[src/rtl/ahb_pkg.sv]
// Shared AHB slave definitions: transfer/response codes, region tags and FSM encoding.
package ahb_pkg;

    localparam logic [1:0] HTRANS_IDLE = 2'b00;
    localparam logic [1:0] HTRANS_BUSY = 2'b01;
    localparam logic [1:0] HTRANS_NSEQ = 2'b10;
    localparam logic [1:0] HTRANS_SEQ  = 2'b11;

    localparam logic [1:0] HRESP_OKAY  = 2'b00;
    localparam logic [1:0] HRESP_ERROR = 2'b01;

    // Haddr[31:26] tags of the three peripheral regions
    localparam logic [5:0] REGION0_TAG = 6'b100000;
    localparam logic [5:0] REGION1_TAG = 6'b100001;
    localparam logic [5:0] REGION2_TAG = 6'b100010;

    typedef enum logic [1:0] {
        ST_IDLE = 2'b00,
        ST_BUSY = 2'b01,
        ST_ERR1 = 2'b10,
        ST_ERR2 = 2'b11
    } ahb_state_e;

endpackage

[src/rtl/ahb_addr_decode.sv]
// Combinational region decode of the top address bits; shared with the APB side.
module ahb_addr_decode
    import ahb_pkg::*;
(
    input  logic [5:0] i_haddr_hi,
    output logic [2:0] o_sel,
    output logic       o_unmapped
);

    always_comb begin
        o_sel      = 3'b000;
        o_unmapped = 1'b0;
        case (i_haddr_hi)
            REGION0_TAG: o_sel = 3'b001;
            REGION1_TAG: o_sel = 3'b010;
            REGION2_TAG: o_sel = 3'b100;
            default:     o_unmapped = 1'b1;
        endcase
    end

endmodule

[src/rtl/ahb_slave_if.sv]
// AHB slave front-end of the AHB-to-APB bridge: address-phase capture, backend
// req/ack handshake and timeout-to-ERROR conversion.
//   state | meaning
//   IDLE  | no transfer in data phase, ready for an address phase
//   BUSY  | data phase, bk_req high, waiting for bk_ack or timeout
//   ERR1  | first ERROR cycle, Hreadyout low
//   ERR2  | second ERROR cycle, Hreadyout high, may accept next transfer
module ahb_slave_if
    import ahb_pkg::*;
#(
    parameter int DATA_W  = 32,
    parameter int TIMEOUT = 16
) (
    input  logic              Hclk,
    input  logic              Hresetn,
    input  logic [31:0]       Haddr,
    input  logic              Hwrite,
    input  logic [1:0]        Htrans,
    input  logic              Hreadyin,
    input  logic [DATA_W-1:0] Hwdata,
    output logic              Hreadyout,
    output logic [1:0]        Hresp,
    output logic [DATA_W-1:0] Hrdata,
    output logic              bk_req,
    output logic [2:0]        bk_sel,
    output logic [31:0]       bk_addr,
    output logic              bk_write,
    output logic [DATA_W-1:0] bk_wdata,
    input  logic              bk_ack,
    input  logic [DATA_W-1:0] bk_rdata
);

    localparam logic [7:0] TO_LAST = 8'(TIMEOUT - 1);

    ahb_state_e  r_state;
    ahb_state_e  w_state_nxt;
    logic [7:0]  r_cnt;
    logic [7:0]  w_cnt_nxt;
    logic [2:0]  r_sel;
    logic [31:0] r_addr;
    logic        r_write;

    logic [2:0]  w_dec_sel;
    logic        w_dec_unmapped;
    logic        w_trans_active;
    logic        w_accept;
    logic        w_load;
    ahb_state_e  w_accept_state;

    ahb_addr_decode u_addr_decode (
        .i_haddr_hi (Haddr[31:26]),
        .o_sel      (w_dec_sel),
        .o_unmapped (w_dec_unmapped)
    );

    assign w_trans_active = (Htrans == HTRANS_NSEQ) || (Htrans == HTRANS_SEQ);
    assign w_accept       = Hreadyin & w_trans_active & Hreadyout;
    assign w_accept_state = w_dec_unmapped ? ST_ERR1 : ST_BUSY;

    // Bus-facing outputs are decoded from state so reset clears them asynchronously
    assign Hreadyout = (r_state == ST_BUSY) ? bk_ack : (r_state != ST_ERR1);
    assign Hresp     = ((r_state == ST_ERR1) || (r_state == ST_ERR2)) ? HRESP_ERROR : HRESP_OKAY;
    assign Hrdata    = ((r_state == ST_BUSY) && bk_ack && !r_write) ? bk_rdata : '0;
    assign bk_req    = (r_state == ST_BUSY);
    assign bk_wdata  = bk_req ? Hwdata : '0;
    assign bk_sel    = r_sel;
    assign bk_addr   = r_addr;
    assign bk_write  = r_write;

    always_comb begin
        w_state_nxt = r_state;
        w_cnt_nxt   = r_cnt;
        w_load      = 1'b0;
        case (r_state)
            ST_IDLE, ST_ERR2: begin
                w_state_nxt = ST_IDLE;
                if (w_accept) begin
                    w_state_nxt = w_accept_state;
                    w_load      = !w_dec_unmapped;
                end
            end
            ST_BUSY: begin
                if (bk_ack) begin
                    w_state_nxt = ST_IDLE;
                    if (w_accept) begin
                        w_state_nxt = w_accept_state;
                        w_load      = !w_dec_unmapped;
                    end
                end else if (r_cnt == TO_LAST) begin
                    w_state_nxt = ST_ERR1;
                end else if (r_cnt != 8'hFF) begin
                    w_cnt_nxt = r_cnt + 8'd1;
                end
            end
            ST_ERR1: w_state_nxt = ST_ERR2;
            default: w_state_nxt = ST_IDLE;
        endcase
        if (w_load) begin
            w_cnt_nxt = '0;
        end
    end

    always_ff @(posedge Hclk or negedge Hresetn) begin
        if (!Hresetn) begin
            r_state <= ST_IDLE;
            r_cnt   <= '0;
            r_sel   <= '0;
            r_addr  <= '0;
            r_write <= 1'b0;
        end else begin
            r_state <= w_state_nxt;
            r_cnt   <= w_cnt_nxt;
            if (w_load) begin
                r_sel   <= w_dec_sel;
                r_addr  <= Haddr;
                r_write <= Hwrite;
            end
        end
    end

endmodule

[config.mk]
export PLATFORM = sky130hd
export DESIGN_NAME = ahb_slave_if
export DESIGN_NICKNAME = d
export VERILOG_FILES = /design/src/rtl/ahb_pkg.sv /design/src/rtl/ahb_addr_decode.sv /design/src/rtl/ahb_slave_if.sv
export SDC_FILE = /design/constraint.sdc
export NUM_CORES = 1
export LEC_CHECK = 0
export BUFFER_PORTS_ARGS = -buffer_cell sky130_fd_sc_hd__buf_4
export CAP_MARGIN = 40
export CORE_MARGIN = 10
export CORE_UTILIZATION = 39
export DETAILED_ROUTE_END_ITERATION = 16
export PLACE_DENSITY = 0.83
export SLEW_MARGIN = 20
export SYNTH_ARGS = -nofsm -noshare
export SYNTH_HDL_FRONTEND = slang
export SYNTH_SLANG_ARGS = --single-unit
[constraint.sdc]
create_clock -name Hclk -period 2.5 [get_ports Hclk]
set_input_delay 0.375 -clock Hclk [delete_from_list [all_inputs] [get_ports Hclk]]
set_output_delay 0.375 -clock Hclk [all_outputs]
set_load 0.03 [all_outputs]
Word-level counts from Yosys, hierarchy flattened
Cells that the tools add are included.

Flip-flop bits (word level): 46. Input port bits: 103. Word-level logic and storage cells: 51. Output and inout port bits: 104.

Equal/unequal tests: 14. Reduce and logical (&&, ||, !) cells: 11. Bitwise gates (word level): 2. Add/subtract/negate cells: 1. Multiplexer cells: 18.

Operators with widths (count): $mux W32 (2); $mux W8 (5); $eq A6 B6 Y1 const B (3); $pmux W3 S3 (1); $add A8 B1 Y8 const B (1); $eq A2 B2 Y1 const B (4); $eq A8 B4 Y1 const B (1); $mux W2 (4); $ne A8 B8 Y1 const B (1); $pmux W2 S3 (1); $mux W1 (4); $ne A2 B2 Y1 const B (2); $reduce_and A4 Y1 (1); $reduce_bool A2 Y1 (2); $ne A3 B1 Y1 const B (1); $reduce_or A3 Y1 (1); $and A1 B1 Y1 (2); $eq A2 B1 Y1 const B (1); $logic_and A1 B1 Y1 (2); $logic_not A2 Y1 (1); $logic_or A1 B1 Y1 (2); $ne A2 B1 Y1 const B (1); $pmux W1 S2 (1); $reduce_or A2 Y1 (1); $logic_not A1 Y1 (1).

Depth between registers and ports, before layout
Gate-level depths: netlist of the first run.

Word-level depth: 9. Gate-level depth with buffers: 8.

Modules after synthesis
A second synthesis of the first run with hierarchy kept.

Cells, all modules: 227. Area, all modules: 2681.3 µm².

By module, submodules not included: ahb_slave_if (cells an instance 222, area an instance 2628.8 µm², times used 1); ahb_addr_decode (cells an instance 5, area an instance 52.6 µm², times used 1).

Least setup slack after synthesis of the first run
Ideal clock, no wire load.

Kind: register -> output. Start: reg r_state[1]. End: out Hrdata[10]. Arrival: 1.858 ns. Path slack: 0.267 ns. Stages on the path, launching flop included: 8. Required time: 2.125 ns. Cell sequence: dfrtp_1 > inv_1 > ha_1 > buf_6 > and2_4 > nor2b_1 > clkbuf_1 > and2_1.

Cells in the longest elaborated chain, start to end: 4.

RTL lines: from (decl) (line ahb_slave_if.sv:35) `ahb_state_e r_state;`; from (signal assigned) (line ahb_slave_if.sv:111) `r_state <= w_state_nxt;`; $eq A2 B1 Y1; via bk_req (line ahb_slave_if.sv:24) `output logic bk_req,`; $logic_and A1 B1 Y1 (2 in series) (line ahb_slave_if.sv:63) `assign Hrdata = ((r_state == ST_BUSY) && bk_ack && !r_write) ? bk_rdata : '0;`; $mux W32 (line ahb_slave_if.sv:63); to (decl) (line ahb_slave_if.sv:23) `output logic [DATA_W-1:0] Hrdata,`.

The timed path passes the listed nets, and every way through them passes these cells.

Worst setup path in the final report of the first run
Start: reg r_state[1]. End: out Hrdata[31].

Cells in the longest elaborated chain, start to end: 4.

RTL lines (line): $eq A2 B1 Y1 (ahb_slave_if.sv:63); $logic_and A1 B1 Y1 (2 in series) (ahb_slave_if.sv:63); $mux W32 (ahb_slave_if.sv:63).

No other way between the ends.

==> run metrics, run 1 <==
worst-margin pin slew 0.6391 ns; Die Span Y 100.1 µm; Hold Crit Class input port to asynchronous set/reset pin; Site Rows 29; max-capacitance violation count 0; average wire per standard cell 18.00 µm; Setup-failing EPs final 0; Worst setup EP type primary output; CTS tree built; # Post-CTS Setup Buffers 0; Root Buffer clkbuf_8; synth unique cells 43; Die ar. roughly 10000 µm²; Post-synth top cells and2_1 (64), dfrtp_1 (46), mux2_2 (27); Clk Latency, worst-skew pair 0.29 ns; number of synthesized flops with an enable pin 0; CP max FO 15; via count 2426; fillers 485; Crit path max-delay family simple AND/OR/NAND/NOR gates; Final nets 538; 1st-iter DRT viols 71; total CTS buffers 5; synth warn 0; Cell Count, Final, Fillers Out between 500 and 600; Placer Congestion about 0.85; placed insts 500; area grow syn2layout 67.67%; Post-DRT Antenna Nets 0; Placed Area 4086 µm²; TritonRoute pass-1 iters 4; syn_nets 334; share of synthesized registers carrying an async set or reset 100.0%; max frequency 0.4262 GHz; fin crit share between 90% and 100%; PortBufs 204; effective utilization at floorplan roughly 40%; die extent in x 100.1 µm; share of layout cells above drive strength 1 slightly below 60%; H-tree levels 2; Worst VDD drop around 0.56 mV; CP Launch Type flip-flop; crit path cell chain inv_1, ha_1, and2_4, nor2b_2, clkbuf_4, and2_1, buf_4; Critical Path RT 2.12 ns; Slowest cell on crit path dfrtp_1; CP arrival 1.97 ns; Congestion Overflow GR 0; critical path type flip-flop to primary output; cell area after layout 4192 µm²; Yosys top cell area share 46.05%; Detailed Place HPWL between 7 and 8 mm; largest net degree at the start of global routing between 40 and 50; Vias/cell 4.766; total core area 6277 µm²; fin util 66.77%; status finished clean; most area-consuming cells after synthesis dfrtp_1 (46%), and2_1 (16%), mux2_2 (12%); register area share after synthesis 46.05%; Diodes inserted 0; Slew headroom 57.00%; DRC 0; leakage 0.002288 µW; final period demand of the worst path 2.346 ns; number of synthesized register bits 46; PwrDens slightly below 800 nW/µm²; IO Count about 210; CP bufs+invs 3; most frequent cell after synthesis and2_1; main flop type after synthesis dfrtp_1; CTS Buffer Depth 2; initial antenna violation count 0; Worst Clk Skew between 0.005 and 0.006 ns; CP max stage delay 0.42 ns; area leader, netlist dfrtp_1; first-pass GRT wire length 13.47 mm; Tot GR Track Use about 17%; final wirelength 9.160 mm; Total Neg Setup Slack 0 ns; Worst-path clk slew 0.08 ns; mapped cell area roughly 2500 µm²; final max-slew violation count 0; syn avg cell area ~11 µm²; unrepaired setup endpoints after global routing no; clk sinks 46; Post-Syn Instances 227; Hold Fails Final Rpt 0; vias in the first global route 2470
-- worst register-to-register path, delay by kind of cell, from the launching register on --
family / cells / cell delay, ns
AO/OA/AOI/OAI: 1 / 0.17
adder cells (fa/ha/maj): 1 / 0.30
buffers and inverters: 2 / 0.28
flip-flops: 1 / 0.40
multiplexers: 1 / 0.39
AND/OR/NAND/NOR: 2 / 0.44
-- area by class of cell --
| cell class | instances | area, µm² | share of cell area [%] |
|---|---|---|---|
| multi-input combinational | 164 | 1245 | 29.70 |
| inverter | 4 | 15.01 | 0.3582 |
| tap | 77 | 96.34 | 2.299 |
| timing repair buffer | 210 | 1593 | 38.00 |
| clock inverter | 1 | 5.005 | 0.1194 |
| sequential | 46 | 1151 | 27.46 |
| clock buffer | 7 | 86.33 | 2.060 |
-- logic make-up after synthesis --
kind of cell | synth area share [%]
other | 0.1500
buffers and inverters | 4.254
multiplexers | 14.86
AO/OA/AOI/OAI | 6.556
flip-flops | 46.05
adder cells (fa/ha/maj) | 2.002
AND/OR/NAND/NOR | 26.13
-- per-layer routing --
layer | track usage [%] | up-vias | routed length [µm]
met4 | 3.261 | 0 | 80
met3 | 8.448 | 8 | 1118
met2 | 29.97 | 129 | 4778
li1 | - | 1175 | -
met5 | 0 | - | 0
met1 | 16.89 | 1114 | 3182
-- power breakdown --
part / internal [µW] / leakage, µW / switching, µW / total [µW]
clock: 223 / 0.0000482 / 231 / 454
combinational: 735 / 0.00162 / 996 / 1730
sequential: 968 / 0.000618 / 136 / 1100
-- layout by cell type (no fill, tap or decap), drive strengths merged, types with 2 or more instances in the layout --
master | netlist | final
buf | 7 | 209
and2 | 67 | 67
dfrtp | 46 | 46
mux2 | 33 | 33
a21oi | 11 | 11
clkbuf | 6 | 8
o21ai | 5 | 5
nor2b | 5 | 5
inv | 4 | 4
ha | 4 | 4
or3 | 3 | 3
nand2 | 3 | 3
nor2 | 3 | 3
or2 | 2 | 2
and4 | 2 | 2
nand3 | 2 | 2
nand2b | 2 | 2
a211oi | 2 | 2
nor3 | 2 | 2
and3 | 2 | 2
-- flip-flops by register name, summed over array words and instances (netlist names) --
register	cells
bk_addr	32
r_cnt	8
bk_sel	3
r_state	2
bk_write	1
-- repair_timing --
item	4_1_cts	5_1_grt
hold buffers	0	0
setup endpoints to repair	0	30
gates resized for setup	0	3
-- per-stage QoR --
step	power (µW)	hold WS, ns	setup slack (ns)
detailed placement	2872	0.4079	0.4006
global placement	2813	0.4126	0.4662
floorplan	2128	0.07941	0.2668
CTS	3335	0.08628	0.08905
finish	3289	0.06735	0.1535
global route	3480	0.1034	0.01407
-- final timing paths --
check                      cells after the start                    start                       to  slack [ns]
setup / recovery                               7   r_state[1]$_DFFE_PN0P_               Hrdata[31]        0.15
hold / removal                                 1                  Hresetn  bk_addr[21]$_DFFE_PN0P_        0.07
max in group asynchronous                      1                  Hresetn  bk_addr[27]$_DFFE_PN0P_        2.03
hold reg to reg                                1  bk_addr[31]$_DFFE_PN0P_  bk_addr[31]$_DFFE_PN0P_        0.48
min in group Hclk                              2                Haddr[23]  bk_addr[23]$_DFFE_PN0P_        0.30
setup reg to reg                               7   r_state[0]$_DFFE_PN0P_  bk_addr[12]$_DFFE_PN0P_        0.41
Power figures use the tool's default switching activity.
==> inputs of run 2 (changes only) <==
--- a/config.mk
+++ b/config.mk
@@ -7,10 +7,10 @@
 export LEC_CHECK = 0
 export BUFFER_PORTS_ARGS = -buffer_cell sky130_fd_sc_hd__buf_4
 export CAP_MARGIN = 40
-export CORE_MARGIN = 10
 export CORE_UTILIZATION = 39
 export DETAILED_ROUTE_END_ITERATION = 16
 export PLACE_DENSITY = 0.83
+export REMOVE_ABC_BUFFERS = 1
 export SLEW_MARGIN = 20
 export SYNTH_ARGS = -nofsm -noshare
 export SYNTH_HDL_FRONTEND = slang
==> run 2 against run 1 <==
Effect of this change: combinational power about the same; total power is 0.50% higher; fmax about the same; highest routed layer unchanged.
==> run metrics, run 2 (synthesis gave the netlist of run 1 again) <==
status finished clean; M3 GR Usage under 10%; Clk Latency, worst-skew pair 0.30 ns; worst-margin pin slew 0.6308 ns; clk sinks between 40 and 50; Final nets 536; # Post-CTS Setup Buffers 0; Site Rows 28; post-cts resize count 1; worst reg2reg setup slack 0.39 ns; 1st-iter DRT viols 97; largest net degree at the start of global routing 47; Placer Congestion 0.7998; reg2reg start r_state[0]$_DFFE_PN0P_; most common cell after layout, fill and taps aside buf_4; CTS Buffer Depth 2; M1 GR Usage 25.21%; H-tree levels 2; Worst setup EP type primary output; Congestion Overflow GR 0; max frequency 0.4264 GHz; CTS tree built; Reg2Reg Depth 7; Hold Crit Class input port to asynchronous set/reset pin; total CTS buffers 5; die extent in x 82.06 µm; share of layout cells above drive strength 1 59.07%; total core area 6061 µm²; R2R Path End bk_addr[7]$_DFFE_PN0P_; Hold Fails Final Rpt 0; leakage ~0.0023 µW; CP arrival slightly below 2 ns; Slew headroom 57.56%; Setup-failing EPs final 0; final period demand of the worst path ~2.3 ns; max-capacitance violation count 0; WHS 0.06435 ns; via count 2415; Worst-path clk slew roughly 0.09 ns; Diodes inserted 0; Die Span Y 82.06 µm; final worst slack 0.1547 ns; unrepaired setup endpoints after global routing no; effective utilization at floorplan 41.25%; DRC 0; TritonRoute pass-1 iters 4; cell area after layout 4174 µm²; critical path type flip-flop to primary output; CP startpoint r_state[1]$_DFFE_PN0P_; GR peak layer met2; vias in the first global route ~2400; pre-CTS setup slack 0.3264 ns; CP Launch Type flip-flop; first-pass GRT wire length 11.50 mm; IO Count a little over 200; average wire per standard cell around 16 µm; Root Buffer clkbuf_8; final max-slew violation count 0; Post-DRT Antenna Nets 0; Placed Area 4076 µm²; Tot GR Track Use 23.51%; Worst Clk Skew 0.008241 ns; PwrDens 791.9 nW/µm²; fin crit share 93.81%; met2 global-route usage a little over two fifths; max reg flops 32; commonest cells after routing, fill and taps aside buf_4 (206), and2_1 (64), dfrtp_1 (46), mux2_2 (27), a21oi_1 (11); hold_buf cts 0; Detailed Place HPWL ~6.4 mm; Worst VDD drop 0.7021 mV; Critical Path RT 2.12 ns; crit path to Hrdata[17]; CP max FO 32; PortBufs 204; initial antenna violation count 0; area grow syn2layout 66.97%; Vias/cell 4.782; Die ar. 6734 µm²; final wirelength between 7 and 8 mm
run 2: final cells by class:
cell class,count,area [µm²]
multi-input combinational,164,1245
timing repair buffer,208,1578
tap,75,93.84
sequential,46,1151
fill,486,1887
inverter,4,15.01
clock buffer,7,86.33
clock inverter,1,5.005
run 2: metal layers:
metal  up-vias  share of wire (%)  wire length (µm)
li1       1166                  -                 -
met4         0                1.8               146
met2       132                 51              3997
met5         -                  0                 0
met3         9                 12               941
met1      1108                 36              2814
run 2: worst min-delay path by stage:
stage / endpoint / start / slack (ns) / cells past startpoint
floorplan: bk_addr[0]$_DFFE_PN0P_ / Hresetn / 0.08 / 0
global placement: bk_addr[23]$_DFFE_PN0P_ / Hresetn / 0.41 / 1
detailed placement: bk_addr[22]$_DFFE_PN0P_ / Hresetn / 0.42 / 1
CTS: r_cnt[2]$_DFFE_PN0P_ / Hresetn / 0.08 / 1
global route: bk_addr[22]$_DFFE_PN0P_ / Hresetn / 0.12 / 1
finish: bk_addr[23]$_DFFE_PN0P_ / Hresetn / 0.06 / 1
run 2: per-stage QoR:
stage / cells / TNS (ns) / util (%) / power [µW]
after floorplan: 214 / -23.19 / - / 2105
after global placement: 497 / 0 / 67.26 / 2787
after detailed placement: 497 / 0 / 67.26 / 2849
after CTS: 505 / 0 / 68.81 / 3336
after global routing: 505 / 0 / 68.87 / 3478
final: 505 / 0 / 68.87 / 3306
run 2: power breakdown:
| part | total, µW | switching [µW] | internal, µW |
|---|---|---|---|
| registers | 1110 | 143 | 968 |
| logic | 1720 | 984 | 734 |
| clock network | 476 | 253 | 224 |
run 2: worst max-delay path: stages, from the launching register on:
cell and delay (ns):
dfrtp_1 0.42, inv_1 0.07, ha_2 0.29, and2_4 0.20, nor2b_1 0.16, buf_6 0.20
and2_1 0.16, buf_4 0.16
==> inputs of run 3 (changes only) <==
--- a/config.mk
+++ b/config.mk
@@ -5,9 +5,10 @@
 export SDC_FILE = /design/constraint.sdc
 export NUM_CORES = 1
 export LEC_CHECK = 0
+export ABC_AREA = 1
 export BUFFER_PORTS_ARGS = -buffer_cell sky130_fd_sc_hd__buf_4
 export CAP_MARGIN = 40
-export CORE_UTILIZATION = 39
+export CORE_UTILIZATION = 40
 export DETAILED_ROUTE_END_ITERATION = 16
 export PLACE_DENSITY = 0.83
 export REMOVE_ABC_BUFFERS = 1
==> run 3 against run 2 <==
Effect of this change: sequential cell count unchanged; critical path depth fell by 1; hold slack about the same; sequential share of layout area is 0.56 points lower; fmax increased by 1.9%; synthesized cell count grew 69%; largest cell class unchanged; largest power group unchanged; highest routed layer unchanged.
==> run metrics, run 3 <==
effective utilization at floorplan a little over 40%; Worst-path clk slew 0.09 ns; number of synthesized register bits 46; Placer Congestion 0.7977; TritonRoute pass-1 iters 6; first-pass GRT wire length around 11 mm; total CTS buffers 5; # Post-CTS Setup Buffers 0; H-tree levels 2; total core area 6314 µm²; status finished clean; most area-consuming cells after synthesis dfrtp_1 (44%), nand2_1 (19%), inv_1 (12%); xor/xnor share of the synthesized area 0%; Hold Crit Class input port to asynchronous set/reset pin; Congestion Overflow GR 0; main flop type after synthesis dfrtp_1; fin crit share between 90% and 100%; CP max stage delay 0.49 ns; most frequent cell after synthesis nand2_1; post-cts resize count 0; Worst VDD drop 0.8669 mV; Clk Latency, worst-skew pair 0.30 ns; CP bufs+invs 2; CTS Buffer Depth 2; initial antenna violation count 0; Worst setup EP type primary output; syn avg cell area 6.811 µm²; met1 wire length a little over 3 mm; Diodes inserted 0; max reg flops 32; Synth Area in Simple Gates 32.95%; crit path cell chain inv_1, ha_1, nand2_4, or2_2, nor2_1, buf_4; area leader, netlist dfrtp_1; routed length on met3 869 µm; Post-Syn Instances between 300 and 400; register area share after synthesis 44.12%; Detailed Place HPWL between 6 and 7 mm; Site Rows 29; worst reg2reg setup slack 0.36 ns; commonest cells after routing, fill and taps aside buf_4 (207), nand2_1 (133), inv_1 (85), nor2_1 (52), dfrtp_1 (46); final max-slew violation count 0; synth unique cells 27; Die Span Y between 80 and 90 µm; PortBufs 204; CP arrival 1.93 ns; main combinational cell family by area after synthesis simple AND/OR/NAND/NOR gates; Hold Fails Final Rpt 0; share of layout cells above drive strength 1 39.69%; Crit path max-delay family simple AND/OR/NAND/NOR gates; vias in the first global route 2523; Slowest cell on crit path or2_2; largest net degree at the start of global routing 47; Post-DRT Antenna Nets 0; 1st-iter DRT viols 63; Synth Area in Compound Gates 3.885%; Vias/cell 4.461; final worst slack 0.1978 ns; mapped cell area 2609 µm²; Setup-failing EPs final 0; area grow syn2layout 63.31%; final period demand of the worst path between 2 and 2.5 ns; DRC 0; average wire per standard cell 12.19 µm; hold_buf cts 0; Critical Path RT 2.12 ns; mux share of post-synthesis cell area 0%; PwrDens between 900 and 1000 nW/µm²; Slew headroom 60.96%; CP max FO 32; worst-margin pin slew 0.5857 ns; via count 2940; Root Buffer clkbuf_8; share of synthesized registers carrying an async set or reset 100.0%; max frequency 0.4344 GHz; max-capacitance violation count 0; clk sinks 46; CP Launch Type flip-flop; Final nets 688; Top Metal Used met4; IO Count between 200 and 250; Cell Count, Final, Fillers Out 659; Post-synth top cells nand2_1 (133), inv_1 (85), nor2_1 (52); Worst Clk Skew 0.008223 ns; Die ar. 6849 µm²; number of synthesized flops with an enable pin 0; placed insts 651; met2 routed WL 3.872 mm; leakage 0.002856 µW; synth warn 0; pre-CTS setup slack 0.3432 ns; critical path type flip-flop to primary output; Tot GR Track Use 22.25%; die extent in x 82.76 µm; CTS tree built; Yosys top cell area share 44.12%; unrepaired setup endpoints after global routing no; Post-Synth Adder-Cell Area 1.918%; final wirelength 8.030 mm; most common cell after layout, fill and taps aside buf_4
## run 3: changes by cell type after synthesis, moves of 6 or more
cell     delta
nand2_1   +130
nor2_1     +50
inv_1      +81
mux2_2     -27
mux2_1      -6
and2_1     -64
## run 3: path summary, 6_finish.rpt
kind | from | endpoint | depth (start not counted)
min in group Hclk | Haddr[2] | bk_addr[2]$_DFFE_PN0P_ | 3
min reg2reg | bk_addr[7]$_DFFE_PN0P_ | bk_addr[7]$_DFFE_PN0P_ | 2
min | Hresetn | bk_addr[11]$_DFFE_PN0P_ | 1
max reg2reg | r_state[1]$_DFFE_PN0P_ | bk_addr[31]$_DFFE_PN0P_ | 9
max | r_state[1]$_DFFE_PN0P_ | Hrdata[22] | 6
max in group asynchronous | Hresetn | r_cnt[2]$_DFFE_PN0P_ | 1
## run 3: final cells by class
class / instances / area (µm²)
fill: 525 / 2053
clock buffer: 5 / 68.82
clock inverter: 3 / 40.04
multi-input combinational: 232 / 1015
sequential: 46 / 1151
timing repair buffer: 207 / 1554
inverter: 89 / 335.3
tap: 77 / 96.34
## run 3: through the flow
step	hold WS (ns)	area, µm²	util [%]	setup TNS, ns	power, µW
after floorplan	0.07941	2501	-	-24.16	2654
after global placement	0.4054	4151	65.76	0	3562
after detailed placement	0.4150	4151	65.76	0	3622
after CTS	0.08076	4260	67.48	0	4175
after global routing	0.1198	4260	67.48	0	4409
final	0.06399	4260	67.48	0	4148
## run 3: cell families after synthesis
family / Yosys count
AO/OA/AOI/OAI: 17
buffers and inverters: 105
AND/OR/NAND/NOR: 210
flip-flops: 46
adder cells (fa/ha/maj): 4
other: 1
## run 3: per-layer routing
| layer | global-route usage [%] | vias to the layer above |
|---|---|---|
| met5 | 0 | - |
| met4 | 9.655 | 0 |
| met3 | 6.593 | 17 |
| met2 | 38.20 | 147 |
| met1 | 25.54 | 1293 |
| li1 | - | 1483 |
## run 3: power by group
group	internal, µW	switching (µW)	leakage (µW)
clock network	295	253	0.0000579
logic	872	1520	0.00221
registers	1030	186	0.000592
total	2190	1960	0.00286
